<file path="src/rtl/instr_fetch_unit.sv">
// Instruction fetch stage: 16x5 program memory, 4-bit PC, one instruction held per issue slot.
// One-cycle fetch latency with a bubble per instruction; control unit advances via PC_En.
module instr_fetch_unit #(
  parameter int PC_W    = 4,
  parameter int DEPTH   = 2 ** PC_W,
  parameter int INSTR_W = 5
) (
  input  logic               Clk,
  input  logic               Rst_N,
  input  logic               Load_En,
  input  logic [PC_W-1:0]    Load_Addr,
  input  logic [INSTR_W-1:0] Load_Data,
  input  logic               Run,
  input  logic               PC_En,
  input  logic               Branch_En,
  input  logic [PC_W-1:0]    Branch_Addr,
  output logic [1:0]         Opcode,
  output logic [2:0]         Reg_Addr,
  output logic [PC_W-1:0]    PC,
  output logic               Instr_Valid,
  output logic               Halted
);

  typedef enum logic [1:0] {
    IDLE  = 2'd0,
    FETCH = 2'd1,
    ISSUE = 2'd2,
    HALT  = 2'd3
  } state_t;

  state_t               state, state_nxt;
  logic [PC_W-1:0]      pc_q, pc_nxt;
  logic [INSTR_W-1:0]   ir_q, ir_nxt;
  logic                 valid_q, valid_nxt;
  logic                 halted_q, halted_nxt;
  logic                 mem_we;
  logic [INSTR_W-1:0]   mem [DEPTH];

  localparam logic [PC_W-1:0] LAST_PC = PC_W'(DEPTH - 1);

  // Program memory is deliberately left out of reset so a reset does not wipe the program.
  always_ff @(posedge Clk) begin
    if (mem_we) begin
      mem[Load_Addr] <= Load_Data;
    end
  end

  always_ff @(posedge Clk or negedge Rst_N) begin
    if (!Rst_N) begin
      state    <= IDLE;
      pc_q     <= '0;
      ir_q     <= '0;
      valid_q  <= 1'b0;
      halted_q <= 1'b0;
    end else begin
      state    <= state_nxt;
      pc_q     <= pc_nxt;
      ir_q     <= ir_nxt;
      valid_q  <= valid_nxt;
      halted_q <= halted_nxt;
    end
  end

  always_comb begin
    state_nxt  = state;
    pc_nxt     = pc_q;
    ir_nxt     = ir_q;
    valid_nxt  = valid_q;
    halted_nxt = halted_q;
    mem_we     = 1'b0;
    case (state)
      IDLE, HALT: begin
        // A load in the same cycle as Run takes priority and Run is dropped.
        if (Load_En) begin
          mem_we = 1'b1;
        end else if (Run) begin
          pc_nxt     = '0;
          halted_nxt = 1'b0;
          state_nxt  = FETCH;
        end
      end
      FETCH: begin
        ir_nxt    = mem[pc_q];
        valid_nxt = 1'b1;
        state_nxt = ISSUE;
      end
      ISSUE: begin
        if (PC_En) begin
          valid_nxt = 1'b0;
          if (Branch_En) begin
            pc_nxt    = Branch_Addr;
            state_nxt = FETCH;
          end else if (pc_q == LAST_PC) begin
            pc_nxt     = '0;
            halted_nxt = 1'b1;
            state_nxt  = HALT;
          end else begin
            pc_nxt    = pc_q + PC_W'(1);
            state_nxt = FETCH;
          end
        end
      end
      default: state_nxt = IDLE;
    endcase
  end

  assign Opcode      = ir_q[INSTR_W-1 -: 2];
  assign Reg_Addr    = ir_q[2:0];
  assign PC          = pc_q;
  assign Instr_Valid = valid_q;
  assign Halted      = halted_q;

endmodule

</file>
<file path="config.mk">
export PLATFORM = sky130hd
export DESIGN_NAME = instr_fetch_unit
export DESIGN_NICKNAME = d
export VERILOG_FILES = /design/src/rtl/instr_fetch_unit.sv
export SDC_FILE = /design/constraint.sdc
export NUM_CORES = 1
export LEC_CHECK = 0
export ABC_AREA = 1
export BUFFER_PORTS_ARGS = -buffer_cell sky130_fd_sc_hd__clkbuf_2
export CORE_MARGIN = 10
export CORE_UTILIZATION = 54
export DETAILED_ROUTE_END_ITERATION = 8
export PLACE_DENSITY_LB_ADDON = 0.08
export RECOVER_POWER = 25
export SLEW_MARGIN = 20
export SYNTH_ARGS = -nofsm -noshare
export SYNTH_HDL_FRONTEND = slang
export SYNTH_SLANG_ARGS = --single-unit
</file>
<file path="constraint.sdc">
create_clock -name Clk -period 1.7 [get_ports Clk]
set_input_delay 0.34 -clock Clk [delete_from_list [all_inputs] [get_ports Clk]]
set_output_delay 0.34 -clock Clk [all_outputs]
set_load 0.02 [all_outputs]
</file>
# Word level (Yosys, flattened, before mapping)
# Memory sizes are Yosys's and may differ from the RTL's. A register that Yosys moved wholly into a read port is not among the register bits.
# Cells that the tools add are included.
[totals] inputBits=19 n_memories=1 output_inout_bits=11 regBits=8 wordCells=48 ramBits=80
[classes] eq_ne=9 muxes=24 n_reduce_logical=9 n_addsub=1
[mem_list] memory="mem" depth=16 word_bits=5 read_ports=1 rd_ports_with_merged_regs=1 write_ports=1 line_no="37" text="logic [INSTR_W-1:0] mem [DEPTH];"
[op_table] op="$mux 4" count=5
[op_table] op="$mux 1" count=10
[op_table] op="$mux 2" count=5
[op_table] op="$ne 2x2->1 const B" count=5
[op_table] op="$pmux 4 s2" count=1
[op_table] op="$pmux 2 s3" count=1
[op_table] op="$reduce_and 6->1" count=1
[op_table] op="$add 4x1->4 const B" count=1
[op_table] op="$eq 2x2->1 const B" count=2
[op_table] op="$eq 4x4->1 const B" count=1
[op_table] op="$pmux 1 s2" count=2
[op_table] op="$reduce_and 4->1" count=1
[op_table] op="$reduce_bool 2->1" count=2
[op_table] op="$reduce_and 3->1" count=1
[op_table] op="$eq 2x1->1 const B" count=1
[op_table] op="$logic_not 2->1" count=1
[op_table] op="$reduce_and 2->1" count=1
[op_table] op="$reduce_or 2->1" count=1
[op_table] op="$logic_not 1->1" count=1

# Longest topological paths before layout
# Gate-level depths: netlist of the first run.
[logic_depth] depth_word=5 mapped_depth=11 mapped_depth_nobuf=9

# Least setup slack after synthesis of the first run
# Ideal clock, no wire load.
[synth_path] path_kind="reg2reg" startpoint="reg state[0]" endpoint="mem mem[2][0] (enable)" t_required_ns=1.360 arrival_ns=1.283 path_slack_ns=0.077 setup_ns=0.340 path_stages_with_launch=7 n_path_buf=0 synth_period_minus_slack_ns=1.623 cell_sequence="dfrtp_1 -> inv_1 -> ha_1 -> nand2_1 -> inv_1 -> nand3_1 -> nor2_1"
[synth_between] elab_chain_len=5 elab_cells_between_ends=6 classes_between="eq/ne: 1; mux: 3; reduce/logical: 2"
[synth_lines] element="from (decl)" line_no="31" text="state_t state, state_nxt;"
[synth_lines] element="from (signal assigned)" line_no="56" text="state <= state_nxt;"
[synth_lines] element="$eq 2x2->1 or $logic_not 2->1 (tied branches)" line_no="71" text="case (state)"
[synth_lines] element="$reduce_or 2->1 (*)" line_no="71"
[synth_lines] element="$mux 1 (*)" line_no="71"
[synth_lines] element="$mux 1 (*)" line_no="43" text="if (mem_we) begin"
[synth_lines] element="$mux 1 (not written as such) (*)" line_no="44" text="mem[Load_Addr] <= Load_Data;"
[synth_lines] element="to (decl)" line_no="37"
# Mark *: on every way between the ends. The rest lies on a longest branch, timed or not.

# Worst setup path in the final report of the first run
[layout_path] startpoint="reg state[0]" endpoint="mem mem[12][3] (enable)"
# Same word-level chain as after synthesis.

==> impl_metrics.ini, run 1 <==
[routing]
initialDrtViolationCount = 158
wl_mm = 8.93
drcViolationCount = 0
ant_nets = 0
dr.pass1.iters = 5
vias_per_cell = 5.38
num_vias = 2878
wire_per_inst_um = 16.7

[die]
die_area_um2 = 11300
start_util_pct = 55.3
die_h_um = 106
io_pins = 30
num_rows = 31
die_x_um = 106
core_um2 = 7250

[global_routing]
globalRouteMet2Util_pct = 27.3
use_met3_pct = 4.17
busiest_layer = met2
grt_start_max_net_pins = 26
track_usage_pct = 16.2
antenna_found_initial = 0
grt-ovfl-total = 0
grt_pass1_wl_mm = 14.3
grt_pass1_vias = 2876
grt_util_met1_pct = 19.8

[synthesis]
ys_ff_latch = 93
yosys_warnings = 0
synthArstFlopShare_pct = 14.0
syn_area_um2 = 4010
synth_flop_cell = edfxtp_1
synth_cells = 374
synth.distinct_cells = 26
yosysSeqAreaShare_pct = 68.0
synth.area.top_cells = edfxtp_1 60%, nand2_1 13%, dfrtp_1 8.1%, nand3_1 6.0%, nor2_1 2.6%
synth_fp_nets = 397
synth_top_area_share_pct = 59.9
synth_edf_count = 80
syn_avg_cell_area_um2 = 10.7
synth_top_area_cell = edfxtp_1

[timing]
drv_slew = 0
min_period_over_period_pct = 93.9
worst_pin_slew_ns = 0.857
maxSlewHeadroom_pct = 42.9
rsz0062_at_grt = no
final_hold_viol_count = 0
fin_setup_tns_ns = 0
skew_ns = 0.0110
setup_viol = 0
worst_slack_ns = 0.104
min_period_ns = 1.60
max_freq_ghz = 0.627

[setup_path]
worstSetupPathType = flop to flop
cp_max_fo = 5
cp-end-kind = flop
startpoint_type = flop
reg2reg_from = state[0]
startpoint = state[0]
critPathRequiredTime_ns = 1.78
cp_data_arrival_time_ns = 1.67

[power_and_ir_drop]
leakage_nw = 1.90
pwr-share-comb_pct = 32.9
irDropWorstVdd_mv = 0.522
powerDensity_nw_per_um2 = 1340
internal_power_w = 0.00406
power_frac_seq_pct = 44.3
p_sw_share_pct = 35.1
clockPowerShare_pct = 22.9
switchingPower_w = 0.00220

[cells_and_area]
fillCellCount = 603
area_growth_syn_to_layout_pct = 16.4
drive_above_1_share_pct = 20.0
nets = 454
num_antenna_cells = 0
layout_common_cells = 135 x nand2_1, 80 x edfxtp_1, 46 x nand3_1, 28 x buf_4, 26 x nor2_1
layout_commonest_cell = nand2_1
fin_util_pct = 64.3

[placement]
place_ws_ns = 0.0377
dpl.hpwl_mm = 6.22
numPortBuffers = 29
place.gp.congestion = 0.814

[clocking]
root_buffer = clkbuf_8
cts_htree_levels = 3
clock_path_buffers = 2
cts_tree = yes
clock_latency_ns = 0.36
cts_made_buffers = 9
path_clk_slew_ns = 0.09
cts.sinks = 93

[flow_run]
cap_violations = 0

[hold_path]
hold_start = PC_En
hp-class = primary input to flop

[status]
status = finished clean
-- synth_stat cells, types with 2 or more instances --
| cell type | n |
|---|---|
| buf_6 | 3 |
| buf_2 | 6 |
| nor2_4 | 2 |
| edfxtp_1 | 80 |
| dfrtp_1 | 13 |
| nand2_1 | 140 |
| mux2i_1 | 2 |
| inv_1 | 13 |
| nand3_1 | 48 |
| a21oi_1 | 11 |
| inv_2 | 2 |
| o21ai_0 | 3 |
| nor2_1 | 28 |
| o21ai_1 | 4 |
| ha_1 | 4 |
| buf_4 | 5 |
-- stage by stage --
stage	power (W)	instance area, µm²	hold WS, ns	instances
after detailed placement	0.00476	4400	0.260	516
after global placement	0.00474	4400	0.255	516
after global routing	0.00663	4670	0.267	535
after floorplan	0.00409	4010	0.0444	374
after CTS	0.00618	4610	0.266	533
final	0.00626	4670	0.274	535
-- cells by family after synthesis --
group,count (synthesis),share of synthesized area [%]
compound gates,23,3.34
fa+ha+maj,4,1.25
buf+inv,31,4.18
flops,93,68.0
mux,2,0.499
simple gates,221,22.7
-- state kept, by name, summed over array words and instances, names as in the netlist --
register     flops
PC               4
Instr_Valid      1
Halted           1
mem             80
ir_q             5
state            2
-- critical path, stage by stage (launching register included) --
cell,delay (ns)
dfrtp_1,0.37
inv_1,0.06
ha_1,0.30
nand2_2,0.09
inv_4,0.11
nand2_2,0.12
nor2_1,0.12
buf_4,0.15
-- cell type report --
class / count / area [µm²] / area share, %
Multi-Input combinational cell: 250 / 1160 / 24.9
Timing Repair Buffer: 60 / 390 / 8.36
Clock inverter: 5 / 61.3 / 1.31
Sequential cell: 93 / 2730 / 58.5
Tap cell: 99 / 124 / 2.65
Inverter: 17 / 68.8 / 1.47
Clock buffer: 11 / 131 / 2.82
-- metal layers --
layer / wire length (µm) / vias up
li1: - / 1378
met1: 3740 / 1375
met2: 4360 / 108
met3: 664 / 17
met4: 169 / 0
met5: 0 / -
-- final timing paths --
path / end / slack [ns] / cells past startpoint
hold / removal: Instr_Valid / 0.27 / 3
min in group asynchronous: PC[3] / 0.40 / 2
hold reg to reg: ir_q[4] / 0.50 / 2
setup / recovery: mem[12][3] / 0.10 / 7
max in group asynchronous: PC[0] / 1.02 / 2
setup reg to reg: mem[12][3] / 0.10 / 7
-- power groups by stage --
| stage | logic (W) | registers [W] | clock network (W) |
|---|---|---|---|
| final | 0.00206 | 0.00277 | 0.00143 |
| after floorplan | 0.00118 | 0.00291 | 0 |
| after detailed placement | 0.00194 | 0.00282 | 0 |
| after global routing | 0.00228 | 0.00279 | 0.00156 |
| after CTS | 0.00196 | 0.00277 | 0.00145 |
| after global placement | 0.00193 | 0.00281 | 0 |
-- repair_timing --
action,4_1_cts,5_1_grt
resized for setup,1,17
hold endpoints to repair,13,0
endpoints found under the setup margin,5,86
buffers inserted,0,2
pin swaps,0,2
hold buffers,1,0
Note: power is estimated with default switching activity, not from simulation.
==> run 2: changes to the inputs <==
- ABC_AREA: 1 -> default
- CORE_UTILIZATION: 54 -> 53
==> impl_metrics.ini, run 2 <==
[setup_path]
cp_max_fo = 5
worstSetupPathType = flop to flop
startpoint_type = flop
cp_data_arrival_time_ns = 1.79
critPathRequiredTime_ns = 1.74
cp-end-kind = flop

[routing]
wire_per_inst_um = 20.2
wl_mm = 8.47
initialDrtViolationCount = 150
dr.pass1.iters = 4
drcViolationCount = 0
ant_nets = 0
num_vias = 2333
vias_per_cell = 5.57

[synthesis]
synth_edf_count = 80
synth_compound_area_share_pct = 6.84
synth.distinct_cells = 36
syn_area_um2 = 3920
synth.area.top_cells = edfxtp_1 61%, dfrtp_1 8.3%, mux2i_1 5.4%, mux4_2 3.5%, mux4_1 2.7%
synth_cells = 244
synth_top_family_by_area = multiplexers
synth.most_common_cell = edfxtp_1
synth_fp_nets = 267
synth_top_area_cell = edfxtp_1
synth_mux_area_share_pct = 11.8
synthAdderAreaFrac_pct = 1.28
synthArstFlopShare_pct = 14.0
synth_top_area_share_pct = 61.3
synth_commonest_cells = 80 x edfxtp_1, 21 x mux2i_1, 21 x nor2_1, 13 x dfrtp_1, 11 x o22ai_1
ys_ff_latch = 93
synth_flop_cell = edfxtp_1
yosysSeqAreaShare_pct = 69.6
yosys_warnings = 0
yosys.area_share.simple_pct = 7.35
synth_xor_area_share_pct = 0
syn_avg_cell_area_um2 = 16.1

[cells_and_area]
drive_above_1_share_pct = 36.6
layout_commonest_cell = edfxtp_1
num_antenna_cells = 0
fillCellCount = 546
layout_common_cells = 80 x edfxtp_1, 37 x buf_4, 24 x clkbuf_2, 20 x mux2i_1, 13 x nor2_1
stdcell_area_um2 = 4770
nets = 338
area_growth_syn_to_layout_pct = 21.8
regMostFlops = mem
largest_reg_flops = 80

[global_routing]
busiest_layer = met2
grt-ovfl-total = 0
globalRouteMet2Util_pct = 23.8
track_usage_pct = 15.5
grt_pass1_wl_mm = 13.4
grt_pass1_vias = 2461
use_met3_pct = 3.20
grt_util_met1_pct = 21.0
antenna_found_initial = 0
grt_start_max_net_pins = 17

[timing]
worst_slack_ns = -0.0477
max_freq_ghz = 0.572
maxSlewHeadroom_pct = 48.5
holdWs_ns = 0.194
fin_setup_tns_ns = -0.335
worst_pin_slew_ns = 0.773
rsz0062_at_grt = yes
setup_viol = 16
skew_ns = 0.0130
drv_slew = 0
final_hold_viol_count = 0
min_period_ns = 1.75
min_period_over_period_pct = 103

[clocking]
cts.sinks = 93
cts_made_buffers = 9
cts_htree_levels = 3
root_buffer = clkbuf_8
cts_tree = yes
clock_path_buffers = 2
clock_latency_ns = 0.36
path_clk_slew_ns = 0.09

[status]
status = complete, but fails checks
violations = setup timing

[die]
start_util_pct = 54.3
die_x_um = 106
num_rows = 31
core_um2 = 7210
die_h_um = 106
io_pins = 30
die_area_um2 = 11200

[power_and_ir_drop]
irDropWorstVdd_mv = 0.594
totalPowerFinal_w = 0.00692
powerDensity_nw_per_um2 = 1450
leakage_nw = 1.69

[placement]
place_ws_ns = -0.0896
place_area_um2 = 4440
dpl.hpwl_mm = 6.02
place.gp.congestion = 0.806
numPortBuffers = 29

[flow_run]
cap_violations = 0

[hold_path]
hp-class = primary input to flop
## run 2: cell count changes in the layout (fill, tap and decap cells not counted), moves of 5 or more
cell,previous run,this run
a21oi_1,11,6
buf_4,28,37
mux2i_1,2,20
mux4_2,0,7
nand2_1,135,4
nand2b_1,0,6
nand3_1,46,1
nor2_1,26,13
nor2b_1,0,6
nor3_1,1,6
o21ai_1,6,0
o22ai_1,1,11
## run 2: repair_timing
item | in CTS | in global routing
setup buffers | 4 | 2
hold endpoints to repair | 13 | 0
pin swaps | 3 | 3
gates resized for setup | 5 | 16
gates cloned | 0 | 0
hold buffers | 1 | 0
endpoints found under the setup margin | 58 | 60
## run 2: metrics by stage
stage | utilization, % | cells
final | 66.1 | 419
after global routing | 66.1 | 419
after CTS | 65.3 | 417
after detailed placement | 61.5 | 396
after global placement | 61.5 | 396
after floorplan | - | 244
## run 2: routing by layer
layer / vias up / share of wire (%) / routed length [µm]
met4: 0 / 2.2 / 185
met3: 17 / 4.8 / 407
li1: 1097 / - / -
met1: 1151 / 48 / 4040
met2: 68 / 45 / 3840
met5: - / 0 / 0
## run 2: worst paths after layout
path | slack (ns) | cells after the start | startpoint | endpoint
worst max-delay path | -0.05 | 4 | state[1] | mem[0][3]
worst min-delay path | 0.19 | 2 | PC_En | Instr_Valid
worst max register to register | -0.05 | 4 | state[1] | mem[0][3]
worst min register to register | 0.53 | 1 | Halted | Halted
max in group asynchronous | 0.98 | 2 | Rst_N | PC[1]
min in group asynchronous | 0.42 | 2 | Rst_N | state[0]
## run 2: cell type report
class                   instances  area (µm²)  area share (%)
flip-flops and latches         93        2730            57.2
multi-input cells             130        1190            24.9
repair buffers                 71         498            10.4
clock buffers                  10         128            2.68
well taps                      99         124            2.60
clock inverters                 6        63.8            1.34
inverters                      10        37.5           0.787
## run 2: worst max-delay path, stage by stage, from the launching register on
cell	delay, ns
dfrtp_1	0.42
ha_4	0.30
nand2_2	0.06
or3_4	0.41
nor3_4	0.24
## run 2: kinds of logic (layout without fill, tap and decap cells)
logic type / count (synthesis) / in the layout
mux: 32 / 32
fa+ha+maj: 4 / 4
compound gates: 36 / 36
flops: 93 / 93
simple gates: 58 / 58
buf+inv: 21 / 97
## run 2: where the power goes
| part | switching [W] | internal, W | leakage [nW] |
|---|---|---|---|
| registers | 0.000139 | 0.00267 | 0.880 |
| clock network | 0.000755 | 0.000678 | 0.0939 |
| logic | 0.00139 | 0.00129 | 0.714 |
| total | 0.00228 | 0.00464 | 1.69 |
